$ cat src/rtl/fft_pkg.sv
// fft_pkg: shared rounding-mode encodings, pipeline latency and the round/saturate helper
package fft_pkg;
  typedef enum logic [1:0] {
    RND_TRUNC  = 2'd0,
    RND_HALFUP = 2'd1,
    RND_CONV   = 2'd2,
    RND_RSVD   = 2'd3
  } rnd_mode_e;

  localparam int LATENCY = 4;
  localparam int MAXW = 128;

  // Shift right by 'shift' with the selected rounding, then clamp to a signed out_width range.
  // Any mode other than truncate/half-up rounds convergently.
  function automatic logic signed [MAXW-1:0] rnd_sat(
    input logic signed [MAXW-1:0] value,
    input int shift,
    input int out_width,
    input logic [1:0] mode
  );
    logic signed [MAXW-1:0] fl, rem, half, r, hi, lo;
    logic up;
    fl = value >>> shift;
    rem = value - (fl <<< shift);
    half = MAXW'(1) <<< (shift - 1);
    up = (rem > half) || (rem == half && fl[0]);
    r = (mode == RND_TRUNC) ? fl :
        (mode == RND_HALFUP) ? (value + half) >>> shift :
        fl + $signed({{(MAXW-1){1'b0}}, up});
    hi = (MAXW'(1) <<< (out_width - 1)) - MAXW'(1);
    lo = -hi - MAXW'(1);
    return (r > hi) ? hi : (r < lo) ? lo : r;
  endfunction
endpackage

$ cat src/rtl/fft_round_sat.sv
// fft_round_sat: combinational round + saturate of one product component
module fft_round_sat
  import fft_pkg::*;
#(
  parameter int IN_W  = 44,
  parameter int SHIFT = 17,
  parameter int OUT_W = 24
) (
  input  logic signed [IN_W-1:0]  d,
  input  logic [1:0]              mode,
  output logic signed [OUT_W-1:0] q,
  output logic                    ovf
);
  logic signed [MAXW-1:0] s, u;

  // saturated result vs. the same rounding with an effectively unbounded range flags overflow
  always_comb begin
    s = rnd_sat(MAXW'(d), SHIFT, OUT_W, mode);
    u = rnd_sat(MAXW'(d), SHIFT, MAXW - 1, mode);
    q = s[OUT_W-1:0];
    ovf = s != u;
  end
endmodule

$ cat src/rtl/fft_cmul.sv
// fft_cmul: pipelined 3-multiply complex twiddle multiplier with rounding, saturation and conj mode
module fft_cmul
  import fft_pkg::*;
#(
  parameter int IN_WIDTH     = 24,
  parameter int OUT_WIDTH    = 24,
  parameter int TW_WIDTH     = 18,
  parameter int N            = 1024,
  parameter int SATCNT_WIDTH = 16
) (
  input  logic                        clk,
  input  logic                        srst_n,
  input  logic                        ce_i,
  input  logic                        valid_i,
  input  logic [$clog2(N)-1:0]        ctr_i,
  input  logic signed [IN_WIDTH-1:0]  x_re_i,
  input  logic signed [IN_WIDTH-1:0]  x_im_i,
  input  logic signed [TW_WIDTH-1:0]  w_re_i,
  input  logic signed [TW_WIDTH-1:0]  w_im_i,
  input  logic                        conj_i,
  input  logic [1:0]                  rnd_mode_i,
  output logic                        valid_o,
  output logic [$clog2(N)-1:0]        ctr_o,
  output logic signed [OUT_WIDTH-1:0] z_re_o,
  output logic signed [OUT_WIDTH-1:0] z_im_o,
  output logic                        ovf_o,
  output logic [SATCNT_WIDTH-1:0]     sat_cnt_o,
  input  logic                        sat_clr_i
);
  localparam int CW  = $clog2(N);
  localparam int TW1 = TW_WIDTH + 1;
  localparam int PW  = IN_WIDTH + TW_WIDTH + 2;

  logic v1, v2, v3;
  logic [CW-1:0] t1, t2, t3;
  logic signed [IN_WIDTH-1:0] a1, b1, a2, b2;
  logic signed [TW_WIDTH-1:0] c1, c2;
  logic signed [TW1-1:0] d1, d2;
  logic signed [PW-1:0] f2, r3, i3;
  logic signed [OUT_WIDTH-1:0] zr, zi;
  logic ovr, ovi;

  // datapath: capture (conj folded into d), f = c*(a-b), then R = b(c-d)+f and I = a(c+d)-f
  always_ff @(posedge clk)
    if (ce_i) begin
      a1 <= x_re_i;
      b1 <= x_im_i;
      c1 <= w_re_i;
      d1 <= conj_i ? -TW1'(w_im_i) : TW1'(w_im_i);
      t1 <= ctr_i;
      a2 <= a1;
      b2 <= b1;
      c2 <= c1;
      d2 <= d1;
      t2 <= t1;
      f2 <= PW'(c1) * (PW'(a1) - PW'(b1));
      r3 <= PW'(b2) * (PW'(c2) - PW'(d2)) + f2;
      i3 <= PW'(a2) * (PW'(c2) + PW'(d2)) - f2;
      t3 <= t2;
    end

  fft_round_sat #(.IN_W(PW), .SHIFT(TW_WIDTH - 1), .OUT_W(OUT_WIDTH)) u_rs_re (
    .d(r3), .mode(rnd_mode_i), .q(zr), .ovf(ovr)
  );

  fft_round_sat #(.IN_W(PW), .SHIFT(TW_WIDTH - 1), .OUT_W(OUT_WIDTH)) u_rs_im (
    .d(i3), .mode(rnd_mode_i), .q(zi), .ovf(ovi)
  );

  // valid pipeline and output register; reset drops everything in flight
  always_ff @(posedge clk)
    if (!srst_n) begin
      v1 <= 1'b0;
      v2 <= 1'b0;
      v3 <= 1'b0;
      valid_o <= 1'b0;
      ovf_o <= 1'b0;
      ctr_o <= '0;
      z_re_o <= '0;
      z_im_o <= '0;
    end else if (ce_i) begin
      v1 <= valid_i;
      v2 <= v1;
      v3 <= v2;
      valid_o <= v3;
      ovf_o <= ovr | ovi;
      ctr_o <= t3;
      z_re_o <= zr;
      z_im_o <= zi;
    end

  // sticky saturation event counter; clear wins over increment
  always_ff @(posedge clk)
    if (!srst_n || sat_clr_i) sat_cnt_o <= '0;
    else if (ce_i && valid_o && ovf_o && ~&sat_cnt_o) sat_cnt_o <= sat_cnt_o + SATCNT_WIDTH'(1);
endmodule

$ cat config.mk
export PLATFORM = sky130hd
export DESIGN_NAME = fft_cmul
export DESIGN_NICKNAME = d
export VERILOG_FILES = /design/src/rtl/fft_pkg.sv /design/src/rtl/fft_round_sat.sv /design/src/rtl/fft_cmul.sv
export SDC_FILE = /design/constraint.sdc
export NUM_CORES = 2
export LEC_CHECK = 0
export CAP_MARGIN = 20
export CORE_MARGIN = 2
export CORE_UTILIZATION = 40
export CTS_CLUSTER_DIAMETER = 50
export CTS_CLUSTER_SIZE = 10
export DETAILED_ROUTE_END_ITERATION = 10
export PLACE_DENSITY = 0.65
export SLEW_MARGIN = 10
export SYNTH_ARGS = -nofsm -noshare
export SYNTH_HDL_FRONTEND = slang
export SYNTH_SLANG_ARGS = --single-unit
$ cat constraint.sdc
create_clock -name clk -period 10.1 [get_ports clk]
set_input_delay 1.515 -clock clk [delete_from_list [all_inputs] [get_ports clk]]
set_output_delay 1.515 -clock clk [all_outputs]
set_load 0.005 [all_outputs]
==> impl_metrics.csv <==
group,metric,value,unit
clock_network,cts_tree,"built",
synthesis,synth-edff-count,331,
cells_and_area,layout_common_cells,"inv_1, fa_1, nand2_1, ha_1, edfxtp_1",
route,vias,49680,
clock_network,clkSinkCount,410,
grt,grt_pass1_vias,54370,
route,routed_wl,193200,um
cells_and_area,layout.nets,9478,
clock_network,path_clk_slew,0.05,ns
timing,finalClockSkew,0.04225,ns
floorplan,die-area,181700,um^2
synthesis,synth_area,71300,um^2
worst_setup_path,r2r_cells,31,
floorplan,die_height,426.2,um
worst_hold_path,min_to,"d2[18]",
clock_network,max-clock-path-buffers,3,
route,firstDrtPassIters,6,
worst_setup_path,path_common_cell,"fa_1",
worst_hold_path,min_from,"d1[18]",
timing,post-route-period-util,96.28,%
worst_setup_path,startpoint_type,"flop",
cells_and_area,syn_to_final_growth,10.75,%
grt,grt_max_degree,147,
timing,hold_violations,0,
synthesis,syn-instance-count,7330,
clock_network,htreeDepth,3,
timing,rsz0062_at_grt,"yes",
timing,setup_tns,0,ns
route,drc,0,
route,drtIter0Drc,3587,
worst_setup_path,cp.required,10.51,ns
worst_setup_path,cp_slowest_cell,"fa_1",
synthesis,syn_avg_cell_area,9.728,um^2
synthesis,ys_types,77,
grt,grt_pass1_wl,305900,um
run_status,status,"complete, no violations",
synthesis,synth.area.top_cells,"fa_1, edfxtp_1, inv_1",
route,via_per_inst,5.061,
worst_hold_path,hp-class,"reg2reg",
placement,port_buffers,177,
worst_setup_path,critical_path_arrival,10.13,ns
worst_setup_path,critPathCaptureType,"flop",
timing,timing.fmax,0.1028,GHz
timing,worst_slew_pin_slew,1.201,ns
timing,drv_slew,0,
floorplan,fp-row-count,154,
synthesis,seq_area_frac_synth,16.16,%
run,drv_cap,0,
worst_setup_path,cpPeakStageDelay,0.56,ns
synthesis,netlist.area_leader.share,42.59,%
clock_network,root_buffer,"clkbuf_16",
synthesis,yosysWarnings,0,
placement,dp_hpwl,158500,um
worst_hold_path,worst_hold_path.num_cells,0,
cells_and_area,final_common_cell,"inv_1",
placement,gp_congestion,0.9317,
route,antenna_left,0,
worst_setup_path,reg2reg_setup_slack,0.38,ns
synthesis,ys.flop_type,"edfxtp_1",
route,wire_per_inst,19.68,um
floorplan,core,176700,um^2
floorplan,fp.dieW,426.2,um
cells_and_area,final_util,44.69,%
synthesis,ys_ff_latch,410,
cells_and_area,drive_gt1_share,6.074,%
clock_network,cts_hold_buffers,0,
synthesis,synth_area_leader_cell,"fa_1",
timing,finalCriticalPeriod,9.724,ns
worst_setup_path,r2r-end,"r3[43]",
worst_setup_path,reg2reg_from,"c2[1]",
worst_setup_path,crit_fanout,4,
worst_setup_path,critPathKind,"reg2reg",
synthesis,ys_async_sr_fraction,0,%
timing,slew_headroom,19.94,%
timing,finalSetupViolations,0,
synthesis,synth_fp_nets,9384,
grt,overflow,0,
clock_network,clk_latency,0.69,ns
floorplan,io_pins,178,
grt,antenna_found_initial,2,
clock_network,cts_buffers,68,
grt,gr-usage-all-layers,21.98,%
floorplan,initial_utilization,40.36,%
## timing repair
item,in CTS,in global routing
endpoints found under the setup margin,3,28
gates cloned,0,1
resized for setup,2,48
buffers inserted,0,7
endpoints found under the hold margin,0,0
pin swaps,0,7
## synthesized netlist by cell type, drive strengths merged (23+ instances only)
master,instances
inv,1812
fa,1517
nand2,1041
ha,435
and2,332
edfxtp,331
clkbuf,286
nor2,204
xnor2,175
nand2b,148
a21oi,140
o21ai,88
xor2,85
dfxtp,79
a21o,62
nor2b,56
o221a,48
nand3,45
and3,31
o21a,31
mux2,29
buf,28
mux2i,28
nor3,28
nand4,27
o21bai,24
a211oi,23
## through the flow
stage,worst slack (ns),cell area (um^2),cells,hold slack (ns)
finish,0.3757,78970,9816,0.4158
CTS,0.006392,78570,9803,0.4187
floorplan,0.6761,71300,7330,0.4003
detailed placement,-0.08332,76290,9683,0.4045
global placement,-0.04193,76290,9683,0.4009
global route,-0.01536,78970,9814,0.4221
## flip-flops by register name (all words and copies together), names as in the netlist
signal	count
z_im_o	24
t3	10
c2	18
sat_cnt_o	16
a2	24
ovf_o	1
f2	43
v2	1
a1	24
d1	19
d2	19
v3	1
ctr_o	10
valid_o	1
b1	24
c1	18
b2	24
i3	44
v1	1
t2	10
t1	10
r3	44
z_re_o	24
## cell type report
class | count | area [um^2]
clock buffer | 85 | 1839
clock inverter | 35 | 432.9
tap | 2340 | 2928
multi-input combinational | 4795 | 52370
antenna | 2 | 5.005
inverter | 1812 | 6802
timing repair buffer | 337 | 3073
sequential | 410 | 11520
fill | 16640 | 97720
## critical path: cells and delay by family, from the launching register on
kind,cells,cell delay [ns]
fa+ha+maj,9,4.33
compound gates,12,3.19
simple gates,6,1.17
flops,1,0.46
buf+inv,3,0.17
xor+xnor,1,0.13
## metal layers
metal  vias up  GRT usage [%]  wire length (um)
met5         -              0                13
li1      22070              -                 -
met3       387          3.497             13660
met4         2          10.54             10350
met1     25480          28.10             77790
met2      1744          36.47             91410
## kinds of logic (layout without fill, tap and decap cells)
family / count (synthesis) / in the layout / synth area share (%)
AO/OA/AOI/OAI: 533 / 533 / 5.294
buffers and inverters: 2126 / 2269 / 11.23
flip-flops: 410 / 410 / 16.16
AND/OR/NAND/NOR: 1992 / 1992 / 13.05
adder cells (fa/ha/maj): 1952 / 1952 / 50.22
other: 0 / 2 / 0
multiplexers: 57 / 57 / 0.8510
XOR/XNOR: 260 / 261 / 3.194
## worst max-delay path by stage
| stage | endpoint | slack [ns] | startpoint | depth (start not counted) |
|---|---|---|---|---|
| finish | r3[43] | 0.38 | c2[1] | 31 |
| global route | f2[41] | -0.02 | a1[0] | 37 |
| CTS | f2[41] | 0.006 | a1[0] | 35 |
| detailed placement | f2[41] | -0.08 | a1[0] | 36 |
| global placement | f2[41] | -0.04 | a1[0] | 36 |
| floorplan | r3[43] | 0.68 | c2[0] | 35 |
Power is left out: the tool's default activity adds up to more than one toggle a clock period on the data nets, which glitch-free logic cannot reach.
